==> src/rtl/pc_sequencer.sv <==
// Program-counter sequencer: picks the next PC each cycle (increment, branch, call, return, halt)
// and owns the return-address stack and the IDLE/RUN/HALT control state.
module pc_sequencer #(
    parameter int PC_W        = 7,
    parameter int IDX_W       = 6,
    parameter int STACK_DEPTH = 4,
    parameter int START_PC    = 0
) (
    input  logic             clk,
    input  logic             rst_n,
    input  logic             start,
    input  logic             stall,
    input  logic             branch_en,
    input  logic             branch_cond,
    input  logic             call_en,
    input  logic             ret_en,
    input  logic             halt_req,
    input  logic [IDX_W-1:0] target_idx,
    output logic [IDX_W-1:0] lut_idx,
    input  logic [PC_W-1:0]  lut_target,
    output logic [PC_W-1:0]  pc,
    output logic             running,
    output logic             halted,
    output logic             stack_err
);

    localparam logic [1:0] IDLE = 2'd0;
    localparam logic [1:0] RUN  = 2'd1;
    localparam logic [1:0] HALT = 2'd2;

    localparam int SP_W  = $clog2(STACK_DEPTH + 1);
    localparam int SLT_W = (STACK_DEPTH > 1) ? $clog2(STACK_DEPTH) : 1;
    localparam logic [PC_W-1:0] START = PC_W'(START_PC);

    logic [1:0]      state;
    logic [SP_W-1:0] sp;
    logic [PC_W-1:0] stack [STACK_DEPTH];
    logic [PC_W-1:0] pc_inc;
    logic [SLT_W-1:0] push_slot;
    logic [SLT_W-1:0] top_slot;
    logic            stack_full;
    logic            stack_empty;
    logic            act;
    logic            push_en;

    assign lut_idx     = target_idx;
    assign pc_inc      = pc + 1'b1;
    assign push_slot   = SLT_W'(sp);
    assign top_slot    = SLT_W'(sp - 1'b1);
    assign stack_full  = (sp == SP_W'(STACK_DEPTH));
    assign stack_empty = (sp == '0);
    assign running     = (state == RUN);
    assign halted      = (state == HALT);

    // An active RUN cycle; stall freezes everything including the stack write.
    assign act     = (state == RUN) && !stall;
    assign push_en = act && !halt_req && !ret_en && call_en && !stack_full;

    always_ff @(posedge clk or negedge rst_n) begin
        if (!rst_n) begin
            state     <= IDLE;
            pc        <= START;
            sp        <= '0;
            stack_err <= 1'b0;
        end else begin
            case (state)
                IDLE, HALT: begin
                    if (start) begin
                        state     <= RUN;
                        pc        <= START;
                        sp        <= '0;
                        stack_err <= 1'b0;
                    end
                end
                RUN: begin
                    if (!stall) begin
                        if (halt_req) begin
                            state <= HALT;
                        end else if (ret_en) begin
                            if (stack_empty) begin
                                stack_err <= 1'b1;
                                state     <= HALT;
                            end else begin
                                pc <= stack[top_slot];
                                sp <= sp - 1'b1;
                            end
                        end else if (call_en) begin
                            if (stack_full) begin
                                stack_err <= 1'b1;
                                state     <= HALT;
                            end else begin
                                pc <= lut_target;
                                sp <= sp + 1'b1;
                            end
                        end else if (branch_en && branch_cond) begin
                            pc <= lut_target;
                        end else begin
                            pc <= pc_inc;
                        end
                    end
                end
                default: state <= IDLE;
            endcase
        end
    end

    // Entries are never reset; sp alone guards against reading a stale slot.
    always_ff @(posedge clk) begin
        if (push_en) stack[push_slot] <= pc_inc;
    end

endmodule

==> config.mk <==
export PLATFORM = sky130hd
export DESIGN_NAME = pc_sequencer
export DESIGN_NICKNAME = d
export VERILOG_FILES = /design/src/rtl/pc_sequencer.sv
export SDC_FILE = /design/constraint.sdc
export NUM_CORES = 1
export LEC_CHECK = 0
export CAP_MARGIN = 15
export CORE_MARGIN = 8
export CORE_UTILIZATION = 50
export DETAILED_ROUTE_END_ITERATION = 8
export DONT_BUFFER_PORTS = 1
export PLACE_DENSITY_LB_ADDON = 0.3
export RECOVER_POWER = 100
export SLEW_MARGIN = 20
export SYNTH_ARGS = -nofsm -noshare
export SYNTH_HDL_FRONTEND = slang
export SYNTH_SLANG_ARGS = --single-unit
==> constraint.sdc <==
create_clock -name clk -period 1.9 [get_ports clk]
set_input_delay 0.38 -clock clk [delete_from_list [all_inputs] [get_ports clk]]
set_output_delay 0.38 -clock clk [all_outputs]
set_load 0.02 [all_outputs]
# == After elaboration in Yosys (flattened, before gate mapping) ==
# Memories as Yosys holds them, arrays and structs flattened.
# Index checks and enable logic that the tools add are counted.
# word_totals
reg_bits,13
mem_bits_rw,28
inputBits,22
out_inout_bits,16
elab_cells,76
n_memories,1
# classes
n_addsub,3
eq_ne,15
n_mux,35
n_reduce_logical,18
# mem_list
name,depth,word_bits,rd,rd_ports_with_merged_regs,write_ports,line,text
stack,4,7,1,0,1,37,logic [PC_W-1:0] stack [STACK_DEPTH];
# op_table
operator,count
$mux W7,8
$mux W3,7
$mux W2,7
$pmux W7 S2,1
$reduce_and A7 Y1,2
$mux W1,9
$ne A3 B3 Y1 const B,3
$ne A4 B3 Y1 const B,2
$ne A4 B4 Y1 const B,2
$add A7 B1 Y7 const B,1
$logic_and A1 B1 Y1,6
$ne A2 B2 Y1 const B,3
$ne A3 B2 Y1 const B,2
$pmux W3 S2,1
$reduce_and A6 Y1,1
$reduce_and A5 Y1,1
$logic_not A1 Y1,4
$pmux W2 S2,1
$add A3 B1 Y3 const B,1
$eq A3 B3 Y1 const B,1
$logic_not A3 Y1,1
$sub A3 B1 Y3 const B,1
$eq A2 B1 Y1 const B,1
$eq A2 B2 Y1 const B,1
other kinds (4),4

# == Depth between registers and ports, before layout ==
# Gate-level depths: netlist of run 1.
# logic_depth
ltp_word,8
mapped_depth,8

# == Least setup slack after synthesis of run 1 ==
# Ideal clock, no wire load.
# synth_timing
kind,flip-flop to flip-flop
startpoint,register sp[0]
endpoint,register pc[6]
arrival_time_ns,1.857
required_time_ns,1.776
path_slack_ns,-0.081
path_stages_with_launch,8
path_buffers,2
period_less_slack_ns,1.981
cell_sequence,dfrtp_1 > buf_6 > inv_1 > ha_1 > clkbuf_1 > mux4_2 > and3_1 > o31a_1
# synth_between
elab_chain_len,7
# synth_rtl
item,line,text
from (decl),36,logic [SP_W-1:0] sp;
from (signal assigned),85,sp <= sp - 1'b1;
from (signal assigned),93,sp <= sp + 1'b1;
$sub A3 B1 Y3,n/a,
$mem_v2 Z4 W7,n/a,
$mux W7,80,if (stack_empty) begin
$mux W7,79,end else if (ret_en) begin
$mux W7,77,if (halt_req) begin
$mux W7,76,if (!stall) begin
$pmux W7 S2,66,case (state)
to (signal assigned),84,pc <= stack[top_slot];
to (signal assigned),92,pc <= lut_target;
to (signal assigned),96,pc <= lut_target;
to (decl),21,"output logic [PC_W-1:0] pc,"
# Several ways; a longest one is shown, not always the timed one. The select of a mux whose other input is x is not followed.
# A chain may end at the register's enable or synchronous reset.

# == Worst setup path in the final report of run 1 ==
# layout_timing
startpoint,register sp[1]
endpoint,register pc[6]
# The elaborated chain is that of the path after synthesis.

==> impl_metrics.py, run 1 <==
metrics = {
    "status": {
        "outcome": "complete, no violations",
    },
    "synth": {
        "syn-num-nets": 187,
        "synth_xor_area_share_pct": 1.68,
        "synth_top_family_by_area": "compound AO/OA/AOI/OAI gates",
        "avgSynthCellArea_um2": 13.1,
        "synth_compound_area_share_pct": 11.5,
        "synth_seq_cells": 41,
        "yosys-mux-area-fraction_pct": 11.0,
        "synthCells": 159,
        "synthDistinctLibCells": 40,
        "synth-edff-count": 28,
        "async_flop_share_pct": 31.7,
        "synth_area_leaders": "edfxtp_1 (40%), dfrtp_1 (16%), mux4_2 (4.3%), mux4_1 (3.8%), ha_1 (3.6%)",
        "post_synth_and_or_nand_nor_area_fraction_pct": 11.2,
        "yosysSeqAreaShare_pct": 55.9,
        "synth_area_um2": 2080,
        "synth_ff_type": "edfxtp_1",
        "synth_top_cell_area_share_pct": 40.3,
        "yosysWarnings": 0,
        "yosysTopAreaCell": "edfxtp_1",
        "synth-adder-area-share_pct": 3.60,
    },
    "drt": {
        "wl_per_cell_um": 20.9,
        "antenna_left": 0,
        "drt_drc_violations_left": 0,
        "wl_mm": 4.57,
        "drtPass1Iterations": 4,
        "vias_per_cell": 6.10,
        "dr.first_iter.drc_count": 129,
        "num_vias": 1336,
    },
    "placed_design": {
        "placedInstanceArea_um2": 2150,
        "gp_congestion": 0.847,
        "post-dp-hpwl_mm": 3.51,
        "port_buffers": 0,
    },
    "die": {
        "rows": 23,
        "die-height_um": 80.6,
        "die_area_um2": 6490,
        "fp.dieW_um": 80.6,
        "start_util_pct": 52.1,
        "num_io_pins": 38,
        "coreArea_um2": 4000,
    },
    "clock_tree": {
        "clockRootBuffer": "clkbuf_8",
        "post_cts_buffers": 0,
        "numCtsBuffers": 5,
        "cts-htree-levels": 2,
        "clk_latency_ns": 0.29,
        "cts_sinks": 41,
        "cts_tree": "done",
        "clkTransAtPathRegs_ns": 0.08,
        "cts_max_path_buffers": 2,
    },
    "sta": {
        "setup_violations": 0,
        "maxSlewViolCount": 0,
        "max_freq_mhz": 561,
        "fin_crit_sh_pct": 93.9,
        "finalCriticalPeriod_ns": 1.78,
        "worst_slew_pin_slew_ns": 0.619,
        "rsz0062_at_grt": "false",
        "max_slew_margin_pct": 58.6,
        "finalHoldViolCount": 0,
        "finalSetupTns_ns": 0,
        "skew_ns": 0.0113,
    },
    "layout": {
        "fill_cells": 316,
        "antenna_cells": 0,
        "areaGrowthSynthToFinish_pct": 8.82,
        "final_core_util_pct": 56.7,
        "drive_above_1_share_pct": 17.2,
        "final_area_um2": 2270,
        "fin_nets": 196,
    },
    "power": {
        "p_per_area_nw_per_um2": 1470,
        "peakVddDrop_uv": 559,
        "leakagePower_nw": 0.855,
    },
    "critical_path": {
        "cp.arrival_ns": 1.97,
        "path_buf_inv": 1,
        "reg2reg_to": "pc[6]",
        "crit_fanout": 8,
        "reg2reg_from": "sp[1]",
        "crit_slowest_cell": "ha_2",
        "cp_top_family": "adder cells",
        "cpPeakStageDelay_ns": 0.45,
        "crit_type": "flip-flop to flip-flop",
        "r2r_cells": 5,
        "start_kind": "flip-flop",
        "endpoint_kind": "flip-flop",
        "crit_chain": "inv_1 > ha_2 > mux4_2 > and3_1 > o31a_1",
        "reg2reg_slack_ns": 0.12,
        "cp_data_required_time_ns": 2.09,
    },
    "hold_path": {
        "hp-class": "input port to flip-flop",
        "min_delay_path_depth": 2,
        "hp-start": "start",
        "worstHoldEndpoint": "state[0]",
    },
    "global_route": {
        "grt_remaining_overflow": 0,
        "grt_max_degree": 17,
        "grt_pass1_vias": 1324,
        "track_usage_pct": 14.8,
        "grt_pass1_wl_mm": 7.18,
        "antenna_found_initial": 0,
    },
    "run": {
        "maxCapViolations": 0,
    },
}
-- cell type report --
class / instances / area, um^2 / share of cell area, %
clock inverter: 3 / 46.3 / 2.04
clock buffer: 5 / 68.8 / 3.03
timing repair buffer: 13 / 78.8 / 3.47
inverter: 6 / 22.5 / 0.993
multi-input combinational: 101 / 823 / 36.3
tap: 50 / 62.6 / 2.76
sequential: 41 / 1170 / 51.4
-- report_power, final --
part | internal (mW) | leakage [nW] | switching (mW)
logic | 0.542 | 0.377 | 0.762
registers | 1.16 | 0.423 | 0.156
clock network | 0.393 | 0.0543 | 0.319
-- kinds of logic after synthesis --
family	after synthesis
compound gates	37
xor+xnor	4
fa+ha+maj	6
buf+inv	17
flops	41
mux	13
simple gates	41
-- per-stage QoR --
step / worst slack [ns] / hold WS (ns) / power, mW / cells
floorplan: 0.0453 / 0.0844 / 2.30 / 159
global placement: 0.0477 / 0.0849 / 2.60 / 210
detailed placement: -0.0680 / 0.0848 / 2.65 / 210
CTS: 0.0452 / 0.268 / 3.37 / 219
global route: 0.0273 / 0.272 / 3.53 / 219
finish: 0.117 / 0.274 / 3.33 / 219
-- what timing repair did --
item / CTS / global route
resized for setup: 4 / 4
hold buffers: 1 / 0
hold endpoints to repair: 13 / 0
endpoints found under the setup margin: 28 / 35
-- layout by cell type, fill, tap and decap left out, drive strengths merged, types with 2 or more instances in the layout --
master   n
and2     4
o21ai   14
or3      2
nand2b   3
mux2i    6
edfxtp  28
nor2b    2
ha       6
mux4     7
xnor2    3
nand3    7
a22o     4
and3     4
a21oi    5
or4      2
a31oi    3
inv      6
nand2   11
buf      6
o211ai   3
dfrtp   13
clkbuf  11
a21o     3
nor2     2
-- state kept, by name, indices dropped and copies added (netlist names) --
| register | cells |
|---|---|
| state | 2 |
| stack_err | 1 |
| sp | 3 |
| pc | 7 |
| stack | 28 |
-- Yosys cell counts, types with 2 or more instances --
library cell,count
nand2_1,11
nor2b_1,2
buf_4,7
or3_1,2
o211ai_1,3
mux2i_1,6
buf_6,2
a31oi_1,3
edfxtp_1,28
clkbuf_1,2
nand2b_1,2
o21ai_0,14
nor2_1,2
mux4_1,3
inv_1,5
mux4_2,4
ha_1,6
nand3_1,7
and3_1,4
a22o_1,4
dfrtp_1,13
xnor2_1,3
a21o_1,2
or4_1,2
and2_1,4
a21oi_1,4
-- how the worst max path moves through the flow --
stage / from / end / cells after the start
2_1_floorplan: sp[0] / pc[6] / 7
3_3_place_gp: sp[1] / stack[3][2] / 5
3_5_place_dp: sp[1] / stack[3][0] / 5
4_1_cts: sp[1] / pc[6] / 5
5_1_grt: sp[1] / stack[2][3] / 5
6_report: sp[1] / pc[6] / 5
-- routing by layer --
layer | track usage, % | part of all wire [%] | routed length [um] | vias to the layer above
met1 | 18.3 | 42 | 1920 | 667
met3 | 5.92 | 8.7 | 399 | 9
met5 | 0 | 0 | 0 | -
met4 | 7.45 | 1.8 | 80 | 0
li1 | - | - | - | 621
met2 | 21.9 | 47 | 2160 | 39
(Power assumes the default switching activity.)
==> inputs of run 2 (changes only) <==
Settings changed: RECOVER_POWER 100 to 25.
==> run 2 against run 1 <==
Effect of this change: utilization rose by 0.53 points; die area unchanged; via count is essentially flat; register-to-register slack about the same; setup slack better by 0.010 ns; flip-flop and latch count unchanged; count of clock-buffer cells in the layout is the same; hold slack worse by 0.0010 ns; global-route usage stayed put; first-iteration DRC count is 7.8% lower; critical path type unchanged; largest cell class unchanged; largest power group is now combinational cells.
==> impl_metrics.py, run 2 (same netlist as run 1, synthesis figures left out) <==
metrics = {
    "sta": {
        "finalHoldViolCount": 0,
        "whs_ns": 0.273,
        "max_freq_mhz": 564,
        "skew_ns": 0.0123,
        "finalCriticalPeriod_ns": 1.77,
        "max_slew_margin_pct": 58.7,
        "rsz0062_at_grt": "false",
        "maxSlewViolCount": 0,
        "setup_violations": 0,
        "fin_crit_sh_pct": 93.3,
        "finalSetupTns_ns": 0,
        "worst_slew_pin_slew_ns": 0.617,
    },
    "global_route": {
        "grt_pass1_wl_mm": 7.18,
        "grt_remaining_overflow": 0,
        "antenna_found_initial": 0,
        "grt_max_degree": 17,
        "track_usage_pct": 14.8,
        "grt_pass1_vias": 1324,
    },
    "clock_tree": {
        "cts_max_path_buffers": 2,
        "clkTransAtPathRegs_ns": 0.09,
        "cts-htree-levels": 2,
        "clk_latency_ns": 0.29,
        "post_cts_buffers": 0,
        "numCtsBuffers": 5,
        "cts_sinks": 41,
        "cts_tree": "done",
        "clockRootBuffer": "clkbuf_8",
    },
    "drt": {
        "wl_per_cell_um": 20.9,
        "antenna_left": 0,
        "wl_mm": 4.59,
        "drtPass1Iterations": 4,
        "dr.first_iter.drc_count": 119,
        "vias_per_cell": 6.11,
        "drt_drc_violations_left": 0,
        "num_vias": 1337,
    },
    "hold_path": {
        "worstHoldEndpoint": "state[0]",
        "min_delay_path_depth": 2,
        "hp-start": "start",
        "hp-class": "input port to flip-flop",
    },
    "power": {
        "p_sw_share_pct": 36.7,
        "intPower_mw": 2.14,
        "switchingPower_mw": 1.24,
        "leakagePower_nw": 0.876,
        "p_per_area_nw_per_um2": 1480,
        "seqPwrFrac_pct": 39.0,
        "peakVddDrop_uv": 555,
        "power_frac_clock_pct": 21.1,
        "p_total_mw": 3.38,
        "p_comb_share_pct": 40.0,
    },
    "die": {
        "fp.dieW_um": 80.6,
        "die_area_um2": 6490,
        "coreArea_um2": 4000,
        "start_util_pct": 52.1,
        "num_io_pins": 38,
        "die-height_um": 80.6,
        "rows": 23,
    },
    "placed_design": {
        "placedInstanceArea_um2": 2150,
        "gp_congestion": 0.847,
        "post-dp-hpwl_mm": 3.51,
        "port_buffers": 0,
    },
    "layout": {
        "reg.largest.list": "stack (28), pc (7), sp (3)",
        "mostFrequentLayoutCells": "edfxtp_1 (28), o21ai_0 (14), dfrtp_1 (13), buf_4 (12), nand2_1 (11)",
        "drive_above_1_share_pct": 20.1,
        "antenna_cells": 0,
        "final_core_util_pct": 57.2,
        "final_area_um2": 2290,
        "fin_nets": 196,
        "areaGrowthSynthToFinish_pct": 9.84,
        "largest_register_ffs": 28,
        "layout_commonest_cell": "edfxtp_1",
        "regMostFlops": "stack",
    },
    "critical_path": {
        "start_kind": "flip-flop",
        "cp_data_required_time_ns": 2.09,
        "r2r_cells": 5,
        "endpoint_kind": "flip-flop",
        "crit_type": "flip-flop to flip-flop",
        "reg2reg_from": "sp[1]",
        "crit_fanout": 8,
        "cp.arrival_ns": 1.96,
        "reg2reg_slack_ns": 0.13,
        "reg2reg_to": "pc[6]",
    },
    "status": {
        "outcome": "complete, no violations",
    },
    "run": {
        "maxCapViolations": 0,
    },
}
run 2: repair_timing:
item / in CTS / in global routing
gates resized for setup: 4 / 4
pin swaps: 0 / 0
hold endpoints to repair: 13 / 0
endpoints found under the setup margin: 28 / 35
hold buffers: 1 / 0
run 2: worst max path at each step:
| stage | start | endpoint | slack (ns) | depth (start not counted) |
|---|---|---|---|---|
| after floorplan | sp[0] | pc[6] | 0.05 | 7 |
| after global placement | sp[1] | stack[3][2] | 0.05 | 5 |
| after detailed placement | sp[1] | stack[3][0] | -0.07 | 5 |
| after CTS | sp[1] | pc[6] | 0.05 | 5 |
| after global routing | sp[1] | stack[2][3] | 0.03 | 5 |
| final | sp[1] | pc[6] | 0.13 | 5 |
run 2: final cells by class:
cell class / instances / area (um^2)
Clock buffer: 5 / 68.8
Fill cell: 309 / 1710
Clock inverter: 3 / 46.3
Tap cell: 50 / 62.6
Timing Repair Buffer: 13 / 100
Sequential cell: 41 / 1170
Inverter: 6 / 22.5
Multi-Input combinational cell: 101 / 823
run 2: worst max-delay path: stages (launching register included):
cell,delay (ns)
dfrtp_1,0.39
inv_1,0.10
ha_2,0.44
mux4_2,0.31
and3_1,0.19
o31a_1,0.23
run 2: power by group through the flow:
stage | clock, mW | sequential, mW | combinational (mW)
3_3_place_gp | 0 | 1.32 | 1.28
3_5_place_dp | 0 | 1.34 | 1.32
6_report | 0.713 | 1.32 | 1.35
4_1_cts | 0.719 | 1.32 | 1.33
2_1_floorplan | 0 | 1.37 | 0.927
5_1_grt | 0.756 | 1.33 | 1.48
run 2: per-layer routing:
| metal | wire, um | vias up | track usage [%] |
|---|---|---|---|
| li1 | - | 621 | - |
| met1 | 1920 | 665 | 18.3 |
| met2 | 2160 | 42 | 21.9 |
| met3 | 424 | 9 | 5.92 |
| met4 | 80 | 0 | 7.45 |
| met5 | 0 | - | 0 |
run 2: stage by stage:
step           setup WS [ns]  instances
2_1_floorplan         0.0453        159
3_3_place_gp          0.0477        210
3_5_place_dp         -0.0680        210
4_1_cts               0.0452        219
5_1_grt               0.0273        219
6_report               0.127        219
==> variant 1 (config.mk and constraints of run 2) <==
Set the parameter `PC_W` to 14 (it was 7).
--- a/src/rtl/pc_sequencer.sv
+++ b/src/rtl/pc_sequencer.sv
@@ -1,7 +1,7 @@
 // Program-counter sequencer: picks the next PC each cycle (increment, branch, call, return, halt)
 // and owns the return-address stack and the IDLE/RUN/HALT control state.
 module pc_sequencer #(
-    parameter int PC_W        = 7,
+    parameter int PC_W        = 14,
     parameter int IDX_W       = 6,
     parameter int STACK_DEPTH = 4,
     parameter int START_PC    = 0
Interface: changed (resized lut_target and pc); port bits go from 38 to 52. The function was not compared with the original's and may differ.
==> variant 1 against run 2 <==
- total power increased by 84%
- wire length increased by 83%
- sequential cell count increased by 35
- sequential power increased by 85%
- final area increased by 79%
- worst setup slack got worse by 0.013 ns
- first-iteration DRC count increased by 26%
- synthesized area increased by 73%
- critical endpoint is now pc[0]
- highest routed layer unchanged
==> variant 1: results (changes against run 2) <==
metric,value,unit,change
met3 routed WL,438,um,+3.3%
placed cell areas,3930,um2,+82%
R2R Setup Slk,0.11,ns,
Yosys cell types,40,,unchanged
post-synthesis mux area share,0.0932,,-0.0167
Longest Clk Path Bufs,2,,unchanged
Layout Nets,329,,+68%
Clock transition at path regs,0.08,ns,
slowest CP cell,ha_4,,
largest net degree at the start of global routing,29,,+12
layout cells sized above 1,0.261,,+0.0597
Async SR Flop Fraction,0.263,,-0.0539
Post-Syn Nets,300,,+60%
classification of the worst setup path,reg -> reg,,
initial DRC count,150,,+26%
DP Wirelength,5.86,mm,+67%
Synth top cells by count,"56 x edfxtp_1, 22 x nor2_1, 21 x nand2_1, 20 x dfrtp_1, 14 x mux4_2",,
grt met1 use,0.206,,+0.0235
"Seq/Total Area, Yosys",0.606,,+0.0468
Post-Synth Adder-Cell Area,0.0209,,-0.0152
R2R Path Start,sp[0],,
met2 usage,0.294,,+0.0750
Placer Congestion,0.796,,-6.1%
Top Metal Used,met4,,
Worst Path Arrival,2.02,ns,+0.06 ns
first-pass GRT wire length,13.0,mm,+81%
status,completed,,
hold buffers post-CTS,1,,unchanged
routed wl met2,4.31,mm,+99%
Post-Route WL,8.38,mm,+83%
met3 GRT Util,0.0463,,-0.0129
HP Class,in -> reg,,
wire length on met1,3.46,mm,+81%
number of synthesized flops with an enable pin,56,,+100%
vias in the first global route,2312,,+75%
Crit path largest cell delay,0.42,ns,-0.02 ns
worst clock skew,0.00853,ns,-0.00373 ns
Worst Reg-to-Reg Cells,6,,+1
GRT Total Usage,0.177,,+0.0284
Worst-Skew Late Latency,0.34,ns,+0.05 ns
largest registers,"stack (56), pc (14), sp (3)",,
xor-xnor portion of the synthesized cell area,0.0341,,+0.0173
antenna violations before repair,2,,+2
compound-cell area share of the yosys netlist,0.0991,,-0.0162
CTS-repair resized insts,1,,-3
htree depth,3,,+1
P_leak,1.48,nW,+69%
filler cell count in the final layout,577,,+87%
Critical Path End,pc[0],,
vias per std cell,5.63,,-7.8%
worst rel slew slack,0.130,,-0.458
VDD IR max,0.000589,V,+6.1%
Worst Hold Launch,ret_en,,
crit-path leading delay family,adder cells,,
synth top area cells,"edfxtp_1 47%, dfrtp_1 14%, mux4_2 8.8%",,
CP Max Fanout,12,,+4
CTS Buf Count,9,,+4
==> variant 1: final cells by class <==
| class | instances | area [um2] | share of cell area |
|---|---|---|---|
| Sequential cell | 76 | 2180 | 0.532 |
| Multi-Input combinational cell | 163 | 1340 | 0.326 |
| Timing Repair Buffer | 35 | 264 | 0.0644 |
| Clock buffer | 12 | 135 | 0.0330 |
| Tap cell | 99 | 124 | 0.0302 |
| Inverter | 9 | 33.8 | 0.00824 |
| Clock inverter | 4 | 18.8 | 0.00458 |
| Antenna cell | 2 | 5.00 | 0.00122 |
==> variant 1: stage by stage <==
| step | setup slack, ns | power, mW | instances | util | setup TNS [ns] |
|---|---|---|---|---|---|
| 6_report | 0.114 | 6.23 | 400 | 0.578 | 0 |
| 5_1_grt | 0.00427 | 6.59 | 400 | 0.578 | 0 |
| 4_1_cts | 0.125 | 6.27 | 398 | 0.577 | 0 |
| 3_5_place_dp | 0.00879 | 5.24 | 381 | 0.553 | 0 |
| 3_3_place_gp | -0.00424 | 5.18 | 381 | 0.553 | -0.0169 |
| 2_1_floorplan | 0.0175 | 4.34 | 265 | - | 0 |
==> variant 1: power by group <==
| group | leakage [nW] | internal, mW | switching [mW] |
|---|---|---|---|
| Combinational | 0.645 | 1.24 | 1.52 |
| Sequential | 0.752 | 2.19 | 0.248 |
| Clock | 0.0816 | 0.465 | 0.561 |
==> variant 1: worst min path at each step <==
| stage | endpoint | slack, ns | depth (start not counted) |
|---|---|---|---|
| finish | pc[1] | 0.23 | 2 |
| detailed placement | sp[2] | 0.09 | 0 |
| CTS | pc[2] | 0.21 | 2 |
| global placement | sp[2] | 0.09 | 0 |
| floorplan | pc[0] | 0.08 | 0 |
| global route | pc[1] | 0.22 | 2 |
==> variant 2 (settings of run 2) <==
Made on the original files. Make the reset (`rst_n`) synchronous in one clocked block.
--- a/src/rtl/pc_sequencer.sv
+++ b/src/rtl/pc_sequencer.sv
@@ -56,7 +56,7 @@
     assign act     = (state == RUN) && !stall;
     assign push_en = act && !halt_req && !ret_en && call_en && !stack_full;
 
-    always_ff @(posedge clk or negedge rst_n) begin
+    always_ff @(posedge clk) begin
         if (!rst_n) begin
             state     <= IDLE;
             pc        <= START;
Function: differs if rst_n is asserted again (counterexample within 4 cycles, from zero or initial values and one cycle with rst_n low); with rst_n held inactive, the same outputs for 10 cycles.
==> variant 2 against run 2 <==
- synthesized cell count increased by 5.0%
- global-route usage decreased by 1.6 points
- count of clock-buffer cells in the layout unchanged
- maximum frequency increased by 0.20%
- sequential cell count unchanged
- final area decreased by 5.3%
- worst setup slack improved by 0.0035 ns
- wire length decreased by 13%
- first-iteration DRC count increased by 18%
- synthesized area decreased by 3.2%
- critical path type unchanged
- highest routed layer unchanged
Power is not compared: it rests on default switching activity, and its combinational part moved more than twofold at a synthesized area within 25%.
==> variant 2: results (changes against run 2) <==
metric,value,unit,change
status,completed,,
VDD IR max,0.000439,V,
worst rel slew slack,0.632,,+0.0448
largest registers,"stack (28), pc (7), sp (3)",,
Worst-Skew Late Latency,0.30,ns,
PortBufs,0,,unchanged
antenna cells,0,,unchanged
Tot Pwr,1.77,mW,
Root Buffer,clkbuf_8,,
Routed WL per cell,18.0,um,-14%
vias in the first global route,1266,,-4.4%
Post-Syn Nets,195,,+4.3%
Placer Congestion,0.838,,-1.1%
CP Max Fanout,7,,-1
largest net degree at the start of global routing,17,,unchanged
Longest Clk Path Bufs,2,,unchanged
Worst Path Arrival,1.76,ns,-0.20 ns
Comb power frac,0.095,,
Yosys cell types,43,,+7.5%
GRT Total Usage,0.132,,-0.0160
Clock transition at path regs,0.09,ns,about the same
Synth Warn #,0,,unchanged
htree depth,2,,unchanged
P_leak,0.773,nW,
layout cells sized above 1,0.220,,+0.0185
Async SR Flop Fraction,0,,-0.317
worst clock skew,0.00849,ns,-0.00376 ns
number of synthesized flops with an enable pin,28,,unchanged
first-pass iteration count of the detailed router,4,,unchanged
"Seq/Total Area, Yosys",0.546,,-0.0139
first-pass GRT wire length,6.41,mm,-11%
synth top area cells,"edfxtp_1 42%, dfxtp_1 13%, mux4_2 7.8%",,
vias per std cell,5.83,,-4.4%
antenna violations before repair,0,,unchanged
Synth top cells by count,"28 x edfxtp_1, 17 x nor2_1, 13 x dfxtp_1, 10 x nand3_1, 9 x nand2_1",,
DP Wirelength,3.04,mm,-13%
initial DRC count,140,,+18%
final hold vios,0,,unchanged
HP Class,in -> reg,,
P_int,1.32,mW,
==> variant 2: layout make-up <==
class / instances / area, um2
repair buffers: 11 / 78.8
multi-input cells: 109 / 813
flip-flops and latches: 41 / 1100
fillers: 324 / 1770
clock buffers: 5 / 68.8
well taps: 50 / 62.6
inverters: 4 / 15.0
clock inverters: 3 / 28.8
==> variant 2: kinds of logic after synthesis <==
group	after synthesis	synth area share
compound gates	35	0.117
xor+xnor	6	0.0298
fa+ha+maj	6	0.0372
buf+inv	17	0.0539
flops	41	0.546
mux	8	0.0831
simple gates	54	0.133
==> variant 2: layer usage <==
layer  vias to the layer above  share of wire  global-route usage
li1                        618              -                   -
met5                         -              0                   0
met1                       639           0.43               0.158
met3                         7          0.081              0.0541
met2                        37           0.48               0.197
met4                         0          0.016              0.0741
==> variant 2: worst paths after layout <==
check | cells after the start | from | end | slack [ns]
worst max register to register | 6 | sp[1] | stack[2][6] | 0.13
worst min register to register | 2 | sp[2] | sp[2] | 0.57
worst max-delay path | 6 | sp[1] | stack[2][6] | 0.13
worst min-delay path | 2 | rst_n | pc[4] | 0.19
==> variant 2: repair_timing <==
item	CTS	global route
buffers inserted	0	0
gates resized for setup	1	3
pin swaps	0	0
gates cloned	0	0
setup endpoints to repair	1	22
==> variant 2: critical path: stages, from the launching register on <==
cell      delay, ns
dfxtp_1        0.36
inv_1          0.10
ha_1           0.25
a21boi_1       0.21
nand2_1        0.07
nor2_1         0.18
and2_2         0.29
==> variant 2: metrics by stage <==
step	instances	area [um2]	TNS [ns]	setup slack (ns)
after floorplan	167	2020	0	0.0967
after global placement	215	2070	0	0.145
after detailed placement	215	2070	0	0.00702
after CTS	223	2170	0	0.0455
after global routing	223	2170	-0.00740	-0.00740
final	223	2170	0	0.130
